==> config.mk <==
export PLATFORM = sky130hd
export DESIGN_NAME = packet_merge_arbiter_flat
export DESIGN_NICKNAME = d
export VERILOG_FILES = /design/src/rtl/noc_pkg.sv /design/src/rtl/packet_merge_arbiter_if.sv /design/src/rtl/rr_pick.sv /design/src/rtl/packet_merge_arbiter.sv /design/src/flat_wrapper.sv
export SDC_FILE = /design/constraint.sdc
export NUM_CORES = 1
export LEC_CHECK = 0
export CORE_UTILIZATION = 43
export CTS_CLUSTER_DIAMETER = 30
export CTS_CLUSTER_SIZE = 10
export DETAILED_ROUTE_END_ITERATION = 16
export PLACE_DENSITY = 0.95
export SKIP_LAST_GASP = 1
export SYNTH_ARGS = -nofsm -noshare
export SYNTH_HDL_FRONTEND = slang
export SYNTH_SLANG_ARGS = --single-unit
==> constraint.sdc <==
create_clock -name clk -period 3.04 [get_ports clk]
set_clock_uncertainty 0.1 [all_clocks]
set_input_delay 0.608 -clock clk [delete_from_list [all_inputs] [get_ports clk]]
set_output_delay 0.608 -clock clk [all_outputs]
set_load 0.05 [all_outputs]
==> src/rtl/noc_pkg.sv <==
// Shared NoC packet definitions: default widths, packet layout, FSM states.
package noc_pkg;

    localparam int unsigned ADDR_W = 4;
    localparam int unsigned DATA_W = 7;
    localparam int unsigned PKT_W  = DATA_W + ADDR_W;

    // Packet layout: payload in the high bits, destination in the low bits.
    typedef struct packed {
        logic [DATA_W-1:0] data;
        logic [ADDR_W-1:0] addr;
    } pkt_t;

    typedef enum logic {
        EMPTY = 1'b0,
        FULL  = 1'b1
    } arb_state_e;

    // Single place that fixes the {data, addr} packing order.
    function automatic pkt_t pack_pkt(input logic [DATA_W-1:0] data,
                                      input logic [ADDR_W-1:0] addr);
        pkt_t p;
        p.data = data;
        p.addr = addr;
        return p;
    endfunction

    // Index width for n sources; never narrower than one bit.
    function automatic int unsigned src_w(input int unsigned n);
        return (n <= 1) ? 1 : $clog2(n);
    endfunction

endpackage

==> src/rtl/packet_merge_arbiter_if.sv <==
// Producer request bus and single merged output link of the packet arbiter.
interface packet_merge_arbiter_if #(
    parameter int unsigned NUM_REQ = 4,
    parameter int unsigned ADDR_W  = noc_pkg::ADDR_W,
    parameter int unsigned DATA_W  = noc_pkg::DATA_W,
    parameter int unsigned CNT_W   = 16
);
    localparam int unsigned PKT_W = DATA_W + ADDR_W;
    localparam int unsigned SRC_W = noc_pkg::src_w(NUM_REQ);

    logic [NUM_REQ-1:0]        req_valid;
    logic [NUM_REQ-1:0]        req_ready;
    logic [NUM_REQ*ADDR_W-1:0] req_addr;
    logic [NUM_REQ*DATA_W-1:0] req_data;
    logic                      out_valid;
    logic                      out_ready;
    logic [PKT_W-1:0]          out_pkt;
    logic [SRC_W-1:0]          out_src;
    logic [CNT_W-1:0]          pkt_count;

    // Producers and downstream sink.
    modport master (
        output req_valid, req_addr, req_data, out_ready,
        input  req_ready, out_valid, out_pkt, out_src, pkt_count
    );

    // Arbiter side.
    modport slave (
        input  req_valid, req_addr, req_data, out_ready,
        output req_ready, out_valid, out_pkt, out_src, pkt_count
    );

endinterface

==> src/rtl/rr_pick.sv <==
// Rotating-priority picker: first requester at or after ptr, wrapping at NUM_REQ.
module rr_pick
    import noc_pkg::*;
#(
    parameter  int unsigned NUM_REQ = 4,
    localparam int unsigned SRC_W   = src_w(NUM_REQ)
) (
    input  logic [NUM_REQ-1:0] req,
    input  logic [SRC_W-1:0]   ptr,
    input  logic               en,
    output logic [NUM_REQ-1:0] grant_c,
    output logic [SRC_W-1:0]   idx_c,
    output logic               any_c
);

    // Scan ptr, ptr+1, ... with explicit wrap so NUM_REQ need not be a power of two.
    always_comb begin
        int unsigned      pos;
        logic [SRC_W-1:0] cand;
        grant_c = '0;
        idx_c   = '0;
        any_c   = 1'b0;
        pos     = 0;
        cand    = '0;
        for (int unsigned k = 0; k < NUM_REQ; k++) begin
            pos = 32'(ptr) + k;
            if (pos >= NUM_REQ) begin
                pos = pos - NUM_REQ;
            end
            cand = SRC_W'(pos);
            if (!any_c && req[cand]) begin
                any_c = 1'b1;
                idx_c = cand;
            end
        end
        if (en && any_c) begin
            grant_c[idx_c] = 1'b1;
        end
    end

endmodule

==> src/rtl/packet_merge_arbiter.sv <==
// Round-robin merge of NUM_REQ addr/data producers onto one registered packet link.
module packet_merge_arbiter #(
    parameter int unsigned NUM_REQ = 4,
    parameter int unsigned ADDR_W  = noc_pkg::ADDR_W,
    parameter int unsigned DATA_W  = noc_pkg::DATA_W,
    parameter int unsigned CNT_W   = 16
) (
    input  logic                  clk,
    input  logic                  rst_n,
    packet_merge_arbiter_if.slave bus
);

    localparam int unsigned PKT_W = DATA_W + ADDR_W;
    localparam int unsigned SRC_W = noc_pkg::src_w(NUM_REQ);

    noc_pkg::arb_state_e state_q, state_d;

    logic               load_en_c;
    logic               load_c;
    logic [NUM_REQ-1:0] grant_c;
    logic [SRC_W-1:0]   pick_idx_c;
    logic               pick_any_c;
    logic [SRC_W-1:0]   ptr_next_c;
    logic [ADDR_W-1:0]  sel_addr_c;
    logic [DATA_W-1:0]  sel_data_c;
    logic [PKT_W-1:0]   load_pkt_c;

    logic [SRC_W-1:0]   ptr_q;
    logic [PKT_W-1:0]   pkt_q;
    logic [SRC_W-1:0]   src_q;
    logic [CNT_W-1:0]   cnt_q;

    // Grants are suppressed while reset is asserted so producers never see a phantom accept.
    rr_pick #(.NUM_REQ(NUM_REQ)) u_pick (
        .req     (bus.req_valid),
        .ptr     (ptr_q),
        .en      (load_en_c & rst_n),
        .grant_c (grant_c),
        .idx_c   (pick_idx_c),
        .any_c   (pick_any_c)
    );

    // Packet register state: EMPTY always accepts, FULL accepts only when draining.
    always_comb begin
        state_d   = state_q;
        load_en_c = 1'b0;
        case (state_q)
            noc_pkg::EMPTY: begin
                load_en_c = 1'b1;
                if (pick_any_c) begin
                    state_d = noc_pkg::FULL;
                end
            end
            noc_pkg::FULL: begin
                if (bus.out_ready) begin
                    load_en_c = 1'b1;
                    if (!pick_any_c) begin
                        state_d = noc_pkg::EMPTY;
                    end
                end
            end
        endcase
    end

    assign load_c     = load_en_c & pick_any_c;
    assign sel_addr_c = bus.req_addr[pick_idx_c*ADDR_W +: ADDR_W];
    assign sel_data_c = bus.req_data[pick_idx_c*DATA_W +: DATA_W];
    assign ptr_next_c = (pick_idx_c == SRC_W'(NUM_REQ - 1)) ? '0 : pick_idx_c + SRC_W'(1);

    // Reuse the shared packing helper when the widths match the package layout.
    if (ADDR_W == noc_pkg::ADDR_W && DATA_W == noc_pkg::DATA_W) begin : g_pkg_pack
        assign load_pkt_c = noc_pkg::pack_pkt(sel_data_c, sel_addr_c);
    end else begin : g_cat_pack
        assign load_pkt_c = {sel_data_c, sel_addr_c};
    end

    // State register.
    always_ff @(posedge clk or negedge rst_n) begin
        if (!rst_n) begin
            state_q <= noc_pkg::EMPTY;
        end else begin
            state_q <= state_d;
        end
    end

    // Packet register, source tag and round-robin pointer; all move only on a load.
    always_ff @(posedge clk or negedge rst_n) begin
        if (!rst_n) begin
            pkt_q <= '0;
            src_q <= '0;
            ptr_q <= '0;
        end else if (load_c) begin
            pkt_q <= load_pkt_c;
            src_q <= pick_idx_c;
            ptr_q <= ptr_next_c;
        end
    end

    // Delivered-packet counter, free-running modulo 2^CNT_W.
    always_ff @(posedge clk or negedge rst_n) begin
        if (!rst_n) begin
            cnt_q <= '0;
        end else if (state_q == noc_pkg::FULL && bus.out_ready) begin
            cnt_q <= cnt_q + CNT_W'(1);
        end
    end

    assign bus.req_ready = grant_c;
    assign bus.out_valid = (state_q == noc_pkg::FULL);
    assign bus.out_pkt   = pkt_q;
    assign bus.out_src   = src_q;
    assign bus.pkt_count = cnt_q;

endmodule

==> src/flat_wrapper.sv <==
// flat-port wrapper written by rule: the top's interface ports become plain ports
module packet_merge_arbiter_flat 
#(
    parameter int unsigned NUM_REQ = 4,
    parameter int unsigned ADDR_W  = noc_pkg::ADDR_W,
    parameter int unsigned DATA_W  = noc_pkg::DATA_W,
    parameter int unsigned CNT_W   = 16
)
  (clk, rst_n, bus_req_valid, bus_req_addr, bus_req_data, bus_out_ready, bus_req_ready, bus_out_valid, bus_out_pkt, bus_out_src, bus_pkt_count);
  packet_merge_arbiter_if #(.NUM_REQ(NUM_REQ), .ADDR_W(ADDR_W), .DATA_W(DATA_W), .CNT_W(CNT_W)) bus_i ();
  input  logic clk;
  input  logic rst_n;
  input wire logic [$bits(bus_i.req_valid)-1:0] bus_req_valid;
  input wire logic [$bits(bus_i.req_addr)-1:0] bus_req_addr;
  input wire logic [$bits(bus_i.req_data)-1:0] bus_req_data;
  input wire logic [$bits(bus_i.out_ready)-1:0] bus_out_ready;
  output wire logic [$bits(bus_i.req_ready)-1:0] bus_req_ready;
  output wire logic [$bits(bus_i.out_valid)-1:0] bus_out_valid;
  output wire logic [$bits(bus_i.out_pkt)-1:0] bus_out_pkt;
  output wire logic [$bits(bus_i.out_src)-1:0] bus_out_src;
  output wire logic [$bits(bus_i.pkt_count)-1:0] bus_pkt_count;
  assign bus_i.req_valid = bus_req_valid;
  assign bus_i.req_addr = bus_req_addr;
  assign bus_i.req_data = bus_req_data;
  assign bus_i.out_ready = bus_out_ready;
  assign bus_req_ready = bus_i.req_ready;
  assign bus_out_valid = bus_i.out_valid;
  assign bus_out_pkt = bus_i.out_pkt;
  assign bus_out_src = bus_i.out_src;
  assign bus_pkt_count = bus_i.pkt_count;
  packet_merge_arbiter #(.NUM_REQ(NUM_REQ), .ADDR_W(ADDR_W), .DATA_W(DATA_W), .CNT_W(CNT_W)) u_core (.clk(clk), .rst_n(rst_n), .bus(bus_i));
endmodule
### Word level (Yosys, flattened, before mapping)

Cells that the tools add are included.

* flip-flop bits (word level): 32
* input port bits: 51
* output and inout bits: 34
* word-level logic and storage cells: 69

* add/sub/neg operators: 9
* multiply operators: 1
* $lt $le $gt $ge: 10
* eq/ne operators: 1
* shifts and indexed selects: 2
* muxes and demuxes: 29
* bitwise logic cells: 3
* reductions and logical operators: 9

Operators with widths (number)
* indexed part select 28 x 6 -> 7 bit: 1
* two-way mux 2 bit: 9
* adder 16 x 1 -> 16 bit, second input constant: 1
* indexed part select 16 x 5 -> 4 bit: 1
* less-than comparator 2 x 3 -> 1 bit, second input constant: 5
* two-way mux 1 bit: 12
* >= comparator 3 bit, second input constant: 3
* binary-select mux 1 bit (select 2 bit): 4
* subtractor 2 x 1 -> 2 bit, second input constant: 4
* adder 2 x 2 -> 3 bit, second input constant: 2
* logical AND 1 bit: 6
* multiplier 2 x 3 -> 5 bit, second input constant: 1
* two-way mux 4 bit: 1
* case mux 1 bit (2 select lines): 2
* adder 2 x 1 -> 3 bit, second input constant: 1
* >= comparator 2 x 3 -> 1 bit, second input constant: 1
* logical NOT 1 bit: 3
* adder 2 x 1 -> 2 bit, second input constant: 1
* bitwise AND 1 bit: 2
* demux 1 bit (select 2 bit): 1
* == test 2 bit, second input constant: 1
* >= comparator 2 x 1 -> 1 bit, second input constant: 1
* inverter 1 bit: 1

### Longest topological paths before layout

Gate-level depths: netlist of the first run.

* depth in word-level cells: 19
* mapped depth: 7
* depth with buffers taken out: 5

### Modules after synthesis

A second synthesis of the first run with hierarchy kept.

* cell total of the unflattened synthesis: 129
* area total of the unflattened synthesis: 1711.6 um2

Modules (own cells, without submodules)
* packet_merge_arbiter: instances 1, cells an instance 109, area an instance 1576.5 um2
* rr_pick: instances 1, cells an instance 20, area an instance 135.1 um2

### Worst setup path after synthesis of the first run

OpenSTA, ideal clock, no wires.

* path kind: input to output
* from: input port bus_req_valid[2]
* to: output port bus_req_ready[3]
* data arrival time: 2.442 ns
* data required time: 2.332 ns
* slack: -0.110 ns
* stages on the path: 5
* path buffers: 1
* cell sequence: and2b_1 > a211oi_1 > o22ai_2 > buf_6 > nor3_1

* word-level cells in the longest chain between the ends: 17
* elaborated cells on any way between the ends: 29
* those cells by class: 2 x order compare; 19 x mux; 8 x reduce/logical

Ends and longest elaborated chain
* from (decl): RTL line flat_wrapper.sv:13 `input wire logic [$bits(bus_i.req_valid)-1:0] bus_req_valid;`
* binary-select mux 1 bit (select 2 bit): RTL line rr_pick.sv:31 `if (!any_c && req[cand]) begin`
* two-way mux 1 bit (not written as such): RTL line rr_pick.sv:31
* two-way mux 1 bit: RTL line rr_pick.sv:31
* logical NOT 1 bit: RTL line rr_pick.sv:31
* logical AND 1 bit: RTL line rr_pick.sv:31
* two-way mux 1 bit: RTL line rr_pick.sv:31
* logical NOT 1 bit: RTL line rr_pick.sv:31
* logical AND 1 bit: RTL line rr_pick.sv:31
* two-way mux 1 bit: RTL line rr_pick.sv:31
* logical NOT 1 bit: RTL line rr_pick.sv:31
* logical AND 1 bit: RTL line rr_pick.sv:31
* two-way mux 2 bit: RTL line rr_pick.sv:31
* less-than comparator 2 x 3 -> 1 bit (not written as such) or >= comparator 2 x 1 -> 1 bit (tied branches): RTL line rr_pick.sv:37 `grant_c[idx_c] = 1'b1;`
* logical AND 1 bit (not written as such): RTL line rr_pick.sv:37
* two-way mux 1 bit (not written as such): RTL line rr_pick.sv:37
* demux 1 bit (select 2 bit): RTL line rr_pick.sv:37
* two-way mux 4 bit (*): RTL line rr_pick.sv:36 `if (en && any_c) begin`
* to (decl): RTL line flat_wrapper.sv:17 `output wire logic [$bits(bus_i.req_ready)-1:0] bus_req_ready;`

Every way passes the cells marked *; elsewhere a longest branch is shown, timed or not. The select of a mux whose other input is x is not followed.

### Worst setup path in the final report of the first run

* from: input port bus_req_valid[2]
* to: output port bus_req_ready[2]

Same word-level chain as after synthesis.

==> results of run 1 <==
[cell families after synthesis]
group / share of synthesized area [%]
AO/OA/AOI/OAI: 15.4
XOR/XNOR: 7.81
buffers and inverters: 4.01
AND/OR/NAND/NOR: 16.5
flip-flops: 47.6
adder cells (fa/ha/maj): 1.49
multiplexers: 7.21
[layer usage]
| metal | vias up | global-route usage (%) |
|---|---|---|
| met5 | - | 0 |
| li1 | 799 | - |
| met1 | 844 | 30.1 |
| met3 | 7 | 7.57 |
| met2 | 64 | 47.8 |
| met4 | 0 | 8.33 |
[layout make-up]
cell class	count	area, sq um
clock inverters	3	42.5
well taps	48	60.1
fillers	266	931
multi-input cells	121	828
inverters	5	18.8
repair buffers	95	966
flip-flops and latches	32	801
clock buffers	5	68.8
[stage by stage]
step | cells | TNS, ns | cell area, sq um | total power (W)
after CTS | 309 | 0 | 2770 | 0.00212
after detailed placement | 301 | 0 | 2660 | 0.00171
after global routing | 309 | -0.0570 | 2790 | 0.00223
after floorplan | 165 | 0 | 1690 | 0.00132
final | 309 | 0 | 2790 | 0.00212
after global placement | 301 | 0 | 2660 | 0.00168
[synth_stat cells (2+ instances only)]
library cell	instances
a21oi_1	3
and2b_1	2
o22ai_1	11
a221oi_1	11
o21ai_0	4
buf_2	3
ha_1	2
inv_1	5
dfrtp_1	32
nand4_1	5
and3_1	6
nor3_1	5
buf_4	2
mux2i_1	11
nand2_1	13
nor2_1	16
xor2_1	5
nand3_1	4
xnor2_1	10
[worst max-delay path, cell delays in order]
cell and delay (ns):
clkdlybuf4s50_1 0.48, and2b_1 0.23, a211oi_2 0.25, o22ai_2 0.15, ha_1 0.22, and3_1 0.19
buf_12 0.15
[how the worst min path moves through the flow]
stage,startpoint,endpoint,slack [ns],cells past startpoint
finish,u_core.bus.pkt_count[15]$_DFFE_PN0P_,u_core.bus.pkt_count[15]$_DFFE_PN0P_,0.38,1
global placement,u_core.bus.pkt_count[15]$_DFFE_PN0P_,u_core.bus.pkt_count[15]$_DFFE_PN0P_,0.36,1
global route,u_core.bus.out_src[0]$_DFFE_PN0P_,u_core.bus.out_src[0]$_DFFE_PN0P_,0.41,1
CTS,u_core.bus.pkt_count[15]$_DFFE_PN0P_,u_core.bus.pkt_count[15]$_DFFE_PN0P_,0.38,1
detailed placement,u_core.bus.pkt_count[15]$_DFFE_PN0P_,u_core.bus.pkt_count[15]$_DFFE_PN0P_,0.37,1
floorplan,rst_n,u_core.bus.out_pkt[0]$_DFFE_PN0P_,0.21,0
[power breakdown]
group / switching (W) / total [W] / internal, W
sequential: 0.000108 / 0.000642 / 0.000533
clock: 0.000171 / 0.000414 / 0.000242
combinational: 0.000639 / 0.00107 / 0.000429
[registers in the layout, indices dropped and copies added, names as in the netlist]
signal,count
u_core.bus.out_pkt,11
u_core.bus.out_src,2
u_core.bus.out_valid,1
u_core.bus.pkt_count,16
u_core.ptr_q,2
[repair_timing]
action / in CTS / in global routing
gates resized for setup: 0 / 3
hold endpoints to repair: 0 / 0
endpoints found under the setup margin: 0 / 2
==> results.py, run 1 <==
metrics = {
    "outcome": {
        "status": "finished, final reports clean",
    },
    "route": {
        "wl_met1_um": 2020,
        "drc": 0,
        "first_pass_iters": 4,
        "wl_met2_um": 2640,
        "post_drt_wl_per_cell_um": 16.3,
        "vias": 1714,
        "wl_met3_um": 308,
        "finalWirelength_um": 5050,
        "ant_nets": 0,
        "avgViaCountPerCell": 5.55,
        "highest_layer": "met4",
        "drt-initial-drc-count": 121,
    },
    "die": {
        "initial_utilization_pct": 45.3,
        "die-area_sq_um": 4170,
        "coreArea_sq_um": 3720,
        "die_w_um": 64.6,
        "fp.dieH_um": 64.6,
        "core.rowCount": 22,
        "num_io_pins": 85,
    },
    "synth": {
        "ys_types": 34,
        "synth-edff-count": 0,
        "synth_nets": 218,
        "synth_warnings": 0,
        "syn_inst": 165,
        "synth.area.top_cells": "dfrtp_1 (48%), mux2i_1 (6.5%), a221oi_1 (5.7%)",
        "synthDominantCellAreaShare_pct": 47.6,
        "yosysTopAreaCell": "dfrtp_1",
        "synth_area_sq_um": 1680,
        "synth_ff_type": "dfrtp_1",
        "async_reset_ff_share_pct": 100,
        "avgSynthCellArea_sq_um": 10.2,
        "ys_ff_latch": 32,
        "ys_seq_area_share_pct": 47.6,
    },
    "clock_tree": {
        "numCtsBuffers": 5,
        "clock-root-buffer": "clkbuf_8",
        "postCtsSetupBuffers": 0,
        "clk_pin_slew_ns": 0.07,
        "cts.sinks": 32,
        "h-tree-depth": 2,
        "clock_path_buffers": 2,
        "insertion_delay_ns": 0.29,
        "ctsHoldBuffers": 0,
        "cts_tree": "yes",
    },
    "sta": {
        "min_period_ns": 2.99,
        "fin_hold_ws_ns": 0.379,
        "rsz0062_at_grt": "true",
        "hold_viol_final": 0,
        "finalCritPeriodShare_pct": 98.4,
        "tightest_slew_ns": 0.571,
        "max_freq_mhz": 334,
        "slew_violations": 0,
        "finalSetupViolCount": 0,
        "slew_headroom_pct": 61.6,
        "setup_ws_ns": 0.0492,
    },
    "critical_path": {
        "rr_startpoint": "u_core.ptr_q[0]$_DFFE_PN0P_",
        "worstPathRequired_ns": 2.33,
        "reg2regPathDepth": 6,
        "r2r_setup_slack_ns": 1.21,
        "r2r-end": "u_core.bus.out_pkt[7]$_DFFE_PN0P_",
        "worst_setup_path_start_kind": "primary input",
        "endpoint": "bus_req_ready[2]",
        "critPathKind": "in2out",
        "crit_path_end_kind": "output pin",
        "critPathMaxFanout": 5,
        "crit_path_start": "bus_req_valid[2]",
        "crit_arrival_ns": 2.28,
    },
    "placement": {
        "dp_hpwl_um": 3810,
        "gp_congestion": 0.901,
        "portBuffers": 84,
        "dp_slack_ns": 0.0139,
    },
    "cells_and_area": {
        "syn_to_final_growth_pct": 65.5,
        "most-common-layout-cells": "clkdlybuf4s50_1 (79), dfrtp_1 (32), nor2_1 (16)",
        "diodes": 0,
        "layout.cells.most_common": "clkdlybuf4s50_1",
        "layout-drive-gt1-share_pct": 11.9,
        "finish.utilization_pct": 74.9,
        "nets": 313,
    },
    "pwr": {
        "p_leak_nw": 1.22,
        "power.density_nw_per_um2": 763,
        "ir_drop_mv": 0.560,
    },
    "grt": {
        "grt_remaining_overflow": 0,
        "grt_max_degree": 27,
        "grt_pass1_wl_um": 8310,
        "track_usage_pct": 26.6,
        "antenna_found_initial": 0,
        "first_global_vias": 1748,
    },
    "worst_hold_path": {
        "hold_class": "reg2reg",
    },
    "job": {
        "maxCapViolCount": 0,
    },
}
Power figures use the tool's default switching activity.
==> inputs of run 2 (changes only) <==
--- a/config.mk
+++ b/config.mk
@@ -5,11 +5,11 @@
 export SDC_FILE = /design/constraint.sdc
 export NUM_CORES = 1
 export LEC_CHECK = 0
-export CORE_UTILIZATION = 43
+export CORE_UTILIZATION = 40
 export CTS_CLUSTER_DIAMETER = 30
 export CTS_CLUSTER_SIZE = 10
 export DETAILED_ROUTE_END_ITERATION = 16
-export PLACE_DENSITY = 0.95
+export PLACE_DENSITY = 0.9
 export SKIP_LAST_GASP = 1
 export SYNTH_ARGS = -nofsm -noshare
 export SYNTH_HDL_FRONTEND = slang
==> constraint.sdc (replaced) <==
create_clock -name clk -period 3.7 [get_ports clk]
set_clock_uncertainty 0.1 [all_clocks]
set_input_delay 0.74 -clock clk [delete_from_list [all_inputs] [get_ports clk]]
set_output_delay 0.74 -clock clk [all_outputs]
set_load 0.05 [all_outputs]
==> results.py, run 2 (synthesized netlist as in run 1, its figures left out) <==
metrics = {
    "cells_and_area": {
        "nets": 309,
        "multi_input_area_sq_um": 815,
        "num-fill-cells": 329,
        "syn_to_final_growth_pct": 62.7,
        "largest_reg_flops": 16,
        "most-common-layout-cells": "clkdlybuf4s50_1 (80), dfrtp_1 (32), nor2_1 (16)",
        "design_area_sq_um": 2740,
        "layout.cells.most_common": "clkdlybuf4s50_1",
        "layout-drive-gt1-share_pct": 8.95,
        "regArea_sq_um": 801,
        "diodes": 0,
    },
    "route": {
        "ant_nets": 0,
        "post_drt_wl_per_cell_um": 15.8,
        "finalWirelength_um": 4860,
        "first_pass_iters": 4,
        "drc": 0,
        "drt-initial-drc-count": 83,
        "avgViaCountPerCell": 5.31,
        "vias": 1630,
    },
    "die": {
        "fp.dieH_um": 66.9,
        "die-area_sq_um": 4470,
        "coreArea_sq_um": 4030,
        "initial_utilization_pct": 41.8,
        "core.rowCount": 23,
        "die_w_um": 66.9,
        "num_io_pins": 85,
    },
    "pwr": {
        "p_leak_nw": 1.19,
        "ir_drop_mv": 0.459,
        "p_total_w": 0.00172,
        "power.density_nw_per_um2": 630,
    },
    "placement": {
        "placed_area_sq_um": 2630,
        "gp_congestion": 0.822,
        "dp_slack_ns": 0.415,
        "dp_hpwl_um": 3580,
        "portBuffers": 84,
    },
    "sta": {
        "finalCritPeriodShare_pct": 89.3,
        "fin_hold_ws_ns": 0.370,
        "min_period_ns": 3.31,
        "setup_ws_ns": 0.394,
        "tightest_slew_ns": 0.528,
        "rsz0062_at_grt": "false",
        "hold_viol_final": 0,
        "max_freq_mhz": 303,
        "slew_headroom_pct": 64.7,
        "slew_violations": 0,
        "finalSetupViolCount": 0,
        "setup_tns_ns": 0,
    },
    "clock_tree": {
        "cts.sinks": 32,
        "post_cts_resized": 0,
        "ctsHoldBuffers": 0,
        "h-tree-depth": 2,
        "numCtsBuffers": 5,
        "insertion_delay_ns": 0.28,
        "clock_path_buffers": 2,
        "clock-root-buffer": "clkbuf_8",
        "clk_pin_slew_ns": 0.07,
        "postCtsSetupBuffers": 0,
        "cts_tree": "yes",
    },
    "grt": {
        "grt_remaining_overflow": 0,
        "grt_pass1_wl_um": 7360,
        "grt_max_degree": 23,
        "first_global_vias": 1555,
        "track_usage_pct": 22.6,
        "antenna_found_initial": 0,
    },
    "critical_path": {
        "crit_chain": "clkdlybuf4s50_1, nor4_1, a21oi_1, buf_4, and3_1, buf_12",
        "worstPathRequired_ns": 2.86,
        "crit_path_end_kind": "output pin",
        "critPathKind": "in2out",
        "critPathMaxFanout": 15,
        "crit_arrival_ns": 2.47,
        "worst_setup_path_start_kind": "primary input",
        "slowest_stage": "clkdlybuf4s50_1",
        "cpPeakStageDelay_ns": 0.53,
    },
    "outcome": {
        "status": "finished, final reports clean",
    },
    "job": {
        "maxCapViolCount": 0,
    },
    "worst_hold_path": {
        "hold_class": "reg2reg",
    },
}
## run 2: cell types whose count changed in the layout (fill, tap and decap cells not counted), sizes merged
| cell | change |
|---|---|
| buf | -4 |
| clkbuf | +1 |
| clkdlybuf4s50 | +1 |
| clkinvlp | -1 |
| dlymetal6s2s | -1 |
## run 2: path summary, 6_finish.rpt
check,startpoint,end,slack (ns),cells after the start
min in group asynchronous,rst_n,u_core.bus.out_pkt[0]$_DFFE_PN0P_,0.69,1
min reg2reg,u_core.bus.pkt_count[15]$_DFFE_PN0P_,u_core.bus.pkt_count[15]$_DFFE_PN0P_,0.37,1
min,u_core.bus.pkt_count[15]$_DFFE_PN0P_,u_core.bus.pkt_count[15]$_DFFE_PN0P_,0.37,1
max,bus_req_valid[1],bus_req_ready[2],0.39,6
max in group asynchronous,rst_n,u_core.bus.out_pkt[1]$_DFFE_PN0P_,2.14,2
max reg2reg,u_core.ptr_q[0]$_DFFE_PN0P_,u_core.bus.out_pkt[4]$_DFFE_PN0P_,1.93,6
## run 2: routing by layer
layer	part of all wire [%]	track usage [%]	vias to the layer above	wire length, um
met2	50	35.9	48	2440
met1	44	30.0	787	2150
met5	0	0	-	0
met3	3.9	4.79	10	190
li1	-	-	785	-
met4	1.7	8.78	0	81
## run 2: layout make-up
cell class / count / area share, %
Inverter: 5 / 0.686
Clock inverter: 2 / 1.28
Sequential cell: 32 / 29.3
Tap cell: 50 / 2.29
Clock buffer: 6 / 2.65
Multi-Input combinational cell: 121 / 29.8
Timing Repair Buffer: 91 / 34.1
## run 2: worst max-delay path: cells and delay by family
family,cells,cell delay (ns)
buffers and inverters,3,0.91
AND/OR/NAND/NOR,2,0.74
AO/OA/AOI/OAI,1,0.08
## run 2: per-stage QoR
step	utilization, %	std cells
2_1_floorplan	-	165
3_3_place_gp	65.3	299
3_5_place_dp	65.3	299
4_1_cts	68.0	307
5_1_grt	68.0	307
6_report	68.0	307
## run 2: power by group
| part | leakage [nW] | internal [W] | switching (W) |
|---|---|---|---|
| clock network | 0.0552 | 0.000200 | 0.000128 |
| logic | 0.743 | 0.000349 | 0.000522 |
| registers | 0.395 | 0.000439 | 0.0000875 |
